$ cat src/rtl/serial_magnitude_comparator.sv
// Multi-cycle magnitude comparator: one 2-bit eq/gt/lt slice stepped MSB-first
// over WIDTH-bit operands, with early exit on the first unequal slice.
module serial_magnitude_comparator #(
  parameter int unsigned WIDTH = 8
) (
  input  logic             clk,
  input  logic             rst_n,
  input  logic             start,
  input  logic             signed_mode,
  input  logic [WIDTH-1:0] a,
  input  logic [WIDTH-1:0] b,
  output logic             busy,
  output logic             done,
  output logic             eq,
  output logic             gt,
  output logic             lt
);

  localparam int unsigned N      = WIDTH / 2;
  localparam int unsigned CW     = (N > 1) ? $clog2(N) : 1;
  localparam logic [CW-1:0] K_LAST = CW'(N - 1);

  typedef enum logic {
    IDLE,
    COMPARE
  } state_t;

  state_t           state_q, state_d;
  logic [WIDTH-1:0] sa_q, sa_d;
  logic [WIDTH-1:0] sb_q, sb_d;
  logic             sgn_q, sgn_d;
  logic [CW-1:0]    k_q, k_d;
  logic             busy_q, busy_d;
  logic             done_q, done_d;
  logic             eq_q, eq_d;
  logic             gt_q, gt_d;
  logic             lt_q, lt_d;

  // Signed MSB slice: inverting the sign bit maps -2..1 onto 0..3 in order.
  logic       flip;
  logic [1:0] slice_a;
  logic [1:0] slice_b;
  logic       slice_gt;
  logic       slice_lt;

  always_comb begin
    flip     = sgn_q && (k_q == '0);
    slice_a  = {sa_q[WIDTH-1] ^ flip, sa_q[WIDTH-2]};
    slice_b  = {sb_q[WIDTH-1] ^ flip, sb_q[WIDTH-2]};
    slice_gt = slice_a > slice_b;
    slice_lt = slice_a < slice_b;
  end

  always_ff @(posedge clk or negedge rst_n) begin
    if (!rst_n) begin
      state_q <= IDLE;
      sa_q    <= '0;
      sb_q    <= '0;
      sgn_q   <= 1'b0;
      k_q     <= '0;
      busy_q  <= 1'b0;
      done_q  <= 1'b0;
      eq_q    <= 1'b0;
      gt_q    <= 1'b0;
      lt_q    <= 1'b0;
    end else begin
      state_q <= state_d;
      sa_q    <= sa_d;
      sb_q    <= sb_d;
      sgn_q   <= sgn_d;
      k_q     <= k_d;
      busy_q  <= busy_d;
      done_q  <= done_d;
      eq_q    <= eq_d;
      gt_q    <= gt_d;
      lt_q    <= lt_d;
    end
  end

  // Next-state and registered-output logic; done is a single-cycle pulse.
  always_comb begin
    state_d = state_q;
    sa_d    = sa_q;
    sb_d    = sb_q;
    sgn_d   = sgn_q;
    k_d     = k_q;
    busy_d  = busy_q;
    done_d  = 1'b0;
    eq_d    = eq_q;
    gt_d    = gt_q;
    lt_d    = lt_q;

    case (state_q)
      IDLE: begin
        if (start) begin
          sa_d    = a;
          sb_d    = b;
          sgn_d   = signed_mode;
          k_d     = '0;
          busy_d  = 1'b1;
          state_d = COMPARE;
        end
      end
      COMPARE: begin
        if (slice_gt || slice_lt) begin
          gt_d    = slice_gt;
          lt_d    = slice_lt;
          eq_d    = 1'b0;
          done_d  = 1'b1;
          busy_d  = 1'b0;
          state_d = IDLE;
        end else if (k_q == K_LAST) begin
          gt_d    = 1'b0;
          lt_d    = 1'b0;
          eq_d    = 1'b1;
          done_d  = 1'b1;
          busy_d  = 1'b0;
          state_d = IDLE;
        end else begin
          sa_d = sa_q << 2;
          sb_d = sb_q << 2;
          k_d  = k_q + CW'(1);
        end
      end
      default: state_d = IDLE;
    endcase
  end

  assign busy = busy_q;
  assign done = done_q;
  assign eq   = eq_q;
  assign gt   = gt_q;
  assign lt   = lt_q;

endmodule
$ cat config.mk
export PLATFORM = sky130hd
export DESIGN_NAME = serial_magnitude_comparator
export DESIGN_NICKNAME = d
export VERILOG_FILES = /design/src/rtl/serial_magnitude_comparator.sv
export SDC_FILE = /design/constraint.sdc
export NUM_CORES = 1
export LEC_CHECK = 0
export CELL_PAD_IN_SITES_DETAIL_PLACEMENT = 1
export CELL_PAD_IN_SITES_GLOBAL_PLACEMENT = 1
export CORE_MARGIN = 1
export CORE_UTILIZATION = 35
export CTS_CLUSTER_SIZE = 12
export DETAILED_ROUTE_END_ITERATION = 7
export PLACE_DENSITY = 0.77
export SYNTH_ARGS = -nofsm -noshare
export SYNTH_HDL_FRONTEND = slang
export SYNTH_SLANG_ARGS = --single-unit
$ cat constraint.sdc
create_clock -name clk -period 1.5 [get_ports clk]
set_input_delay 0.15 -clock clk [delete_from_list [all_inputs] [get_ports clk]]
set_output_delay 0.15 -clock clk [all_outputs]
set_load 0.02 [all_outputs]
==> flow_summary.ini <==
[run_status]
outcome = complete, but fails checks
failed_checks = setup timing

[detailed_routing]
drt_iter0_drc = 43
drcViolationCount = 0
drt-met1-wl_um = 1630
wl_met2_um = 1830
top_layer_used = met4
drt_wl_total_um = 3590
ant_nets = 0
vias = 1214
wl_met3_um = 79
wl_per_cell_um = 15.6
viasPerCell = 5.28
dr.pass1.iters = 4

[power_and_ir_drop]
power.total_uw = 4260
pwr-share-clk = 0.096
p_per_area_nw_per_um2 = 2290
p_int_uw = 2400
p_leak_uw = 0.000791
combPwrFrac = 0.596
irDropWorstVdd_v = 0.000717
sw_frac_of_total = 0.436
p_switching_uw = 1860
power_frac_seq = 0.308

[clock_tree]
cts_buffer_depth = 2
numCtsBuffers = 3
clk_pin_slew_ns = 0.09
cts-htree-levels = 1
ctsHoldBuffers = 0
cts_tree = built
cts_sinks = 25
cts_root_buf = clkbuf_8
worstSkewPairLatency_ns = 0.27

[grt]
grt_pass1_wl_um = 6130
antenna_found_initial = 0
grt-ovfl-total = 0
grt.total_usage = 0.189
grt_max_degree = 31
grt_pass1_vias = 1312

[worst_setup_path]
crit_cells = 5
cp.arrival_ns = 1.81
cp_slowest_cell = dfrtp_1
cp-end-kind = register
path_cells = ha_4 -> nor3b_4 -> nand2_2 -> or3_1 -> o211a_1
cp-start-kind = register
path_delay_family = simple AND/OR/NAND/NOR gates
worst-setup-path-type = register to register
reg2reg_from = sb_q[6]$_DFFE_PN0P_
cp.buffers_inverters = 0
rrSetupSlack_ns = -0.15
reg2reg_depth = 5
reg2reg_to = sa_q[6]$_DFFE_PN0P_
cpPeakStageDelay_ns = 0.43
worstPathMaxFanout = 5
required_ns = 1.66

[timing]
finClkSkew_ns = 0.00167
tightest_slew_ns = 0.331
maxSlewHeadroom = 0.779
drv_slew = 0
setup_violations = 19
period_share = 1.10
period_needed_ns = 1.65
finalHoldViolations = 0
fin_setup_tns_ns = -1.16
layout_setup_ws_ns = -0.147
fmax_mhz = 607
rsz0062_at_grt = yes

[layout]
drive_gt1_frac = 0.225
n_fill_cell = 441
num_antenna_cells = 0
area_growth_pct = 35.5
post-route-util = 0.500
nNetsFinal = 206
design_area_um2 = 1860
top_regs = sa_q: 8 flops, sb_q: 8 flops, k_q: 2 flops
register_area_um2 = 626
multi_input_area_um2 = 726

[yosys]
synth_cell_type_count = 35
synth_warnings = 0
syn_nets = 170
avgSynthCellArea_um2 = 9.34
seq_area_frac_synth = 0.456
syn_inst = 147
netlist_area_um2 = 1370
ys_seq_elements = 25

[die]
io_pins = 25
design.core.area_um2 = 3720
std_cell_rows = 22
start_util = 0.369
die_w_um = 64.6
die_area_um2 = 4180
die_h_um = 64.6

[placed_design]
place_congestion = 0.764
preCtsSetupSlack_ns = -0.112
hpwl_um = 2460
port_buffers = 24
placed_area_um2 = 1720

[hold_path]
hold_path.class = input port to async pin

[job]
maxCapViolCount = 0
==> worst max-delay path by stage <==
stage                              from             endpoint
floorplan           sb_q[6]$_DFFE_PN0P_  sa_q[6]$_DFFE_PN0P_
global placement    sa_q[6]$_DFFE_PN0P_  sa_q[6]$_DFFE_PN0P_
detailed placement  sb_q[6]$_DFFE_PN0P_  sb_q[7]$_DFFE_PN0P_
CTS                 sb_q[6]$_DFFE_PN0P_  sa_q[6]$_DFFE_PN0P_
global route        sa_q[6]$_DFFE_PN0P_  sb_q[6]$_DFFE_PN0P_
finish              sb_q[6]$_DFFE_PN0P_  sa_q[6]$_DFFE_PN0P_
==> stage by stage <==
step | instances | hold slack (ns)
after floorplan | 147 | -0.146
after global placement | 221 | 0.494
after detailed placement | 221 | 0.515
after CTS | 229 | 0.263
after global routing | 230 | 0.276
final | 230 | 0.250
==> placed cells by master (no fill, tap or decap), drive strengths merged, types with 2 or more instances in the layout <==
cell type,count
nor2,5
a21oi,6
o21ai,5
inv,7
nand2,29
ha,3
nor2b,10
nand3,5
dfrtp,25
mux2i,5
a211oi,10
a31oi,11
clkbuf,4
clkdlybuf4s50,24
buf,16
and2,2
==> per-layer routing <==
layer | vias to the layer above | GRT usage
li1 | 586 | -
met1 | 599 | 0.232
met2 | 22 | 0.337
met4 | 0 | 0.0639
met5 | - | 0
met3 | 7 | 0.0264
==> cells by family after synthesis <==
logic type / after synthesis / synth area share
simple gates: 55 / 0.198
compound gates: 41 / 0.209
flops: 25 / 0.456
buf+inv: 17 / 0.0620
mux: 5 / 0.0365
fa+ha+maj: 3 / 0.0274
xor+xnor: 1 / 0.0119
==> power by group through the flow <==
stage	clock, µW	combinational, µW	sequential, µW
final	409	2540	1310
after global routing	449	2820	1360
after CTS	421	2470	1300
after detailed placement	0	2190	1290
after global placement	0	2060	1270
after floorplan	0	1500	1290
==> cell usage after synthesis <==
cell type / n / area [µm²]
nand2_2: 1 / 6.26
inv_1: 7 / 26.3
o22ai_1: 1 / 6.26
o2bb2ai_1: 1 / 8.76
a21boi_0: 1 / 7.51
nand3_2: 1 / 10.0
and2b_1: 1 / 7.51
dfrtp_1: 25 / 626
or2_2: 1 / 6.26
nor3b_2: 1 / 12.5
nor2_1: 5 / 18.8
buf_4: 1 / 7.51
nand2_1: 28 / 105
a21oi_2: 1 / 8.76
o311ai_2: 1 / 16.3
and2_4: 1 / 8.76
a31oi_1: 11 / 68.8
or2b_1: 1 / 7.51
o21ai_0: 5 / 25.0
nand3_1: 4 / 20.0
a22oi_1: 1 / 7.51
nor2b_1: 10 / 62.6
a211oi_1: 10 / 75.1
clkbuf_1: 5 / 18.8
xnor2_2: 1 / 16.3
mux2i_1: 5 / 50.1
ha_1: 3 / 37.5
o2111ai_1: 1 / 8.76
a221o_1: 1 / 10.0
a31o_2: 1 / 8.76
buf_6: 2 / 22.5
buf_2: 2 / 10.0
o211a_1: 1 / 10.0
or3_1: 1 / 6.26
a21oi_1: 5 / 25.0
==> what timing repair did <==
item | in CTS | in global routing
endpoints found under the setup margin | 20 | 23
gates resized for setup | 11 | 5
buffers inserted | 3 | 1
hold endpoints to repair | 0 | 0
gates cloned | 1 | 0
pin swaps | 12 | 8
==> cell type report <==
class,instances,area share
clock buffer,4,0.0242
inverter,7,0.0141
multi-input combinational,106,0.390
sequential,25,0.336
tap,48,0.0323
timing repair buffer,40,0.203
Note: power is estimated with default switching activity, not from simulation.
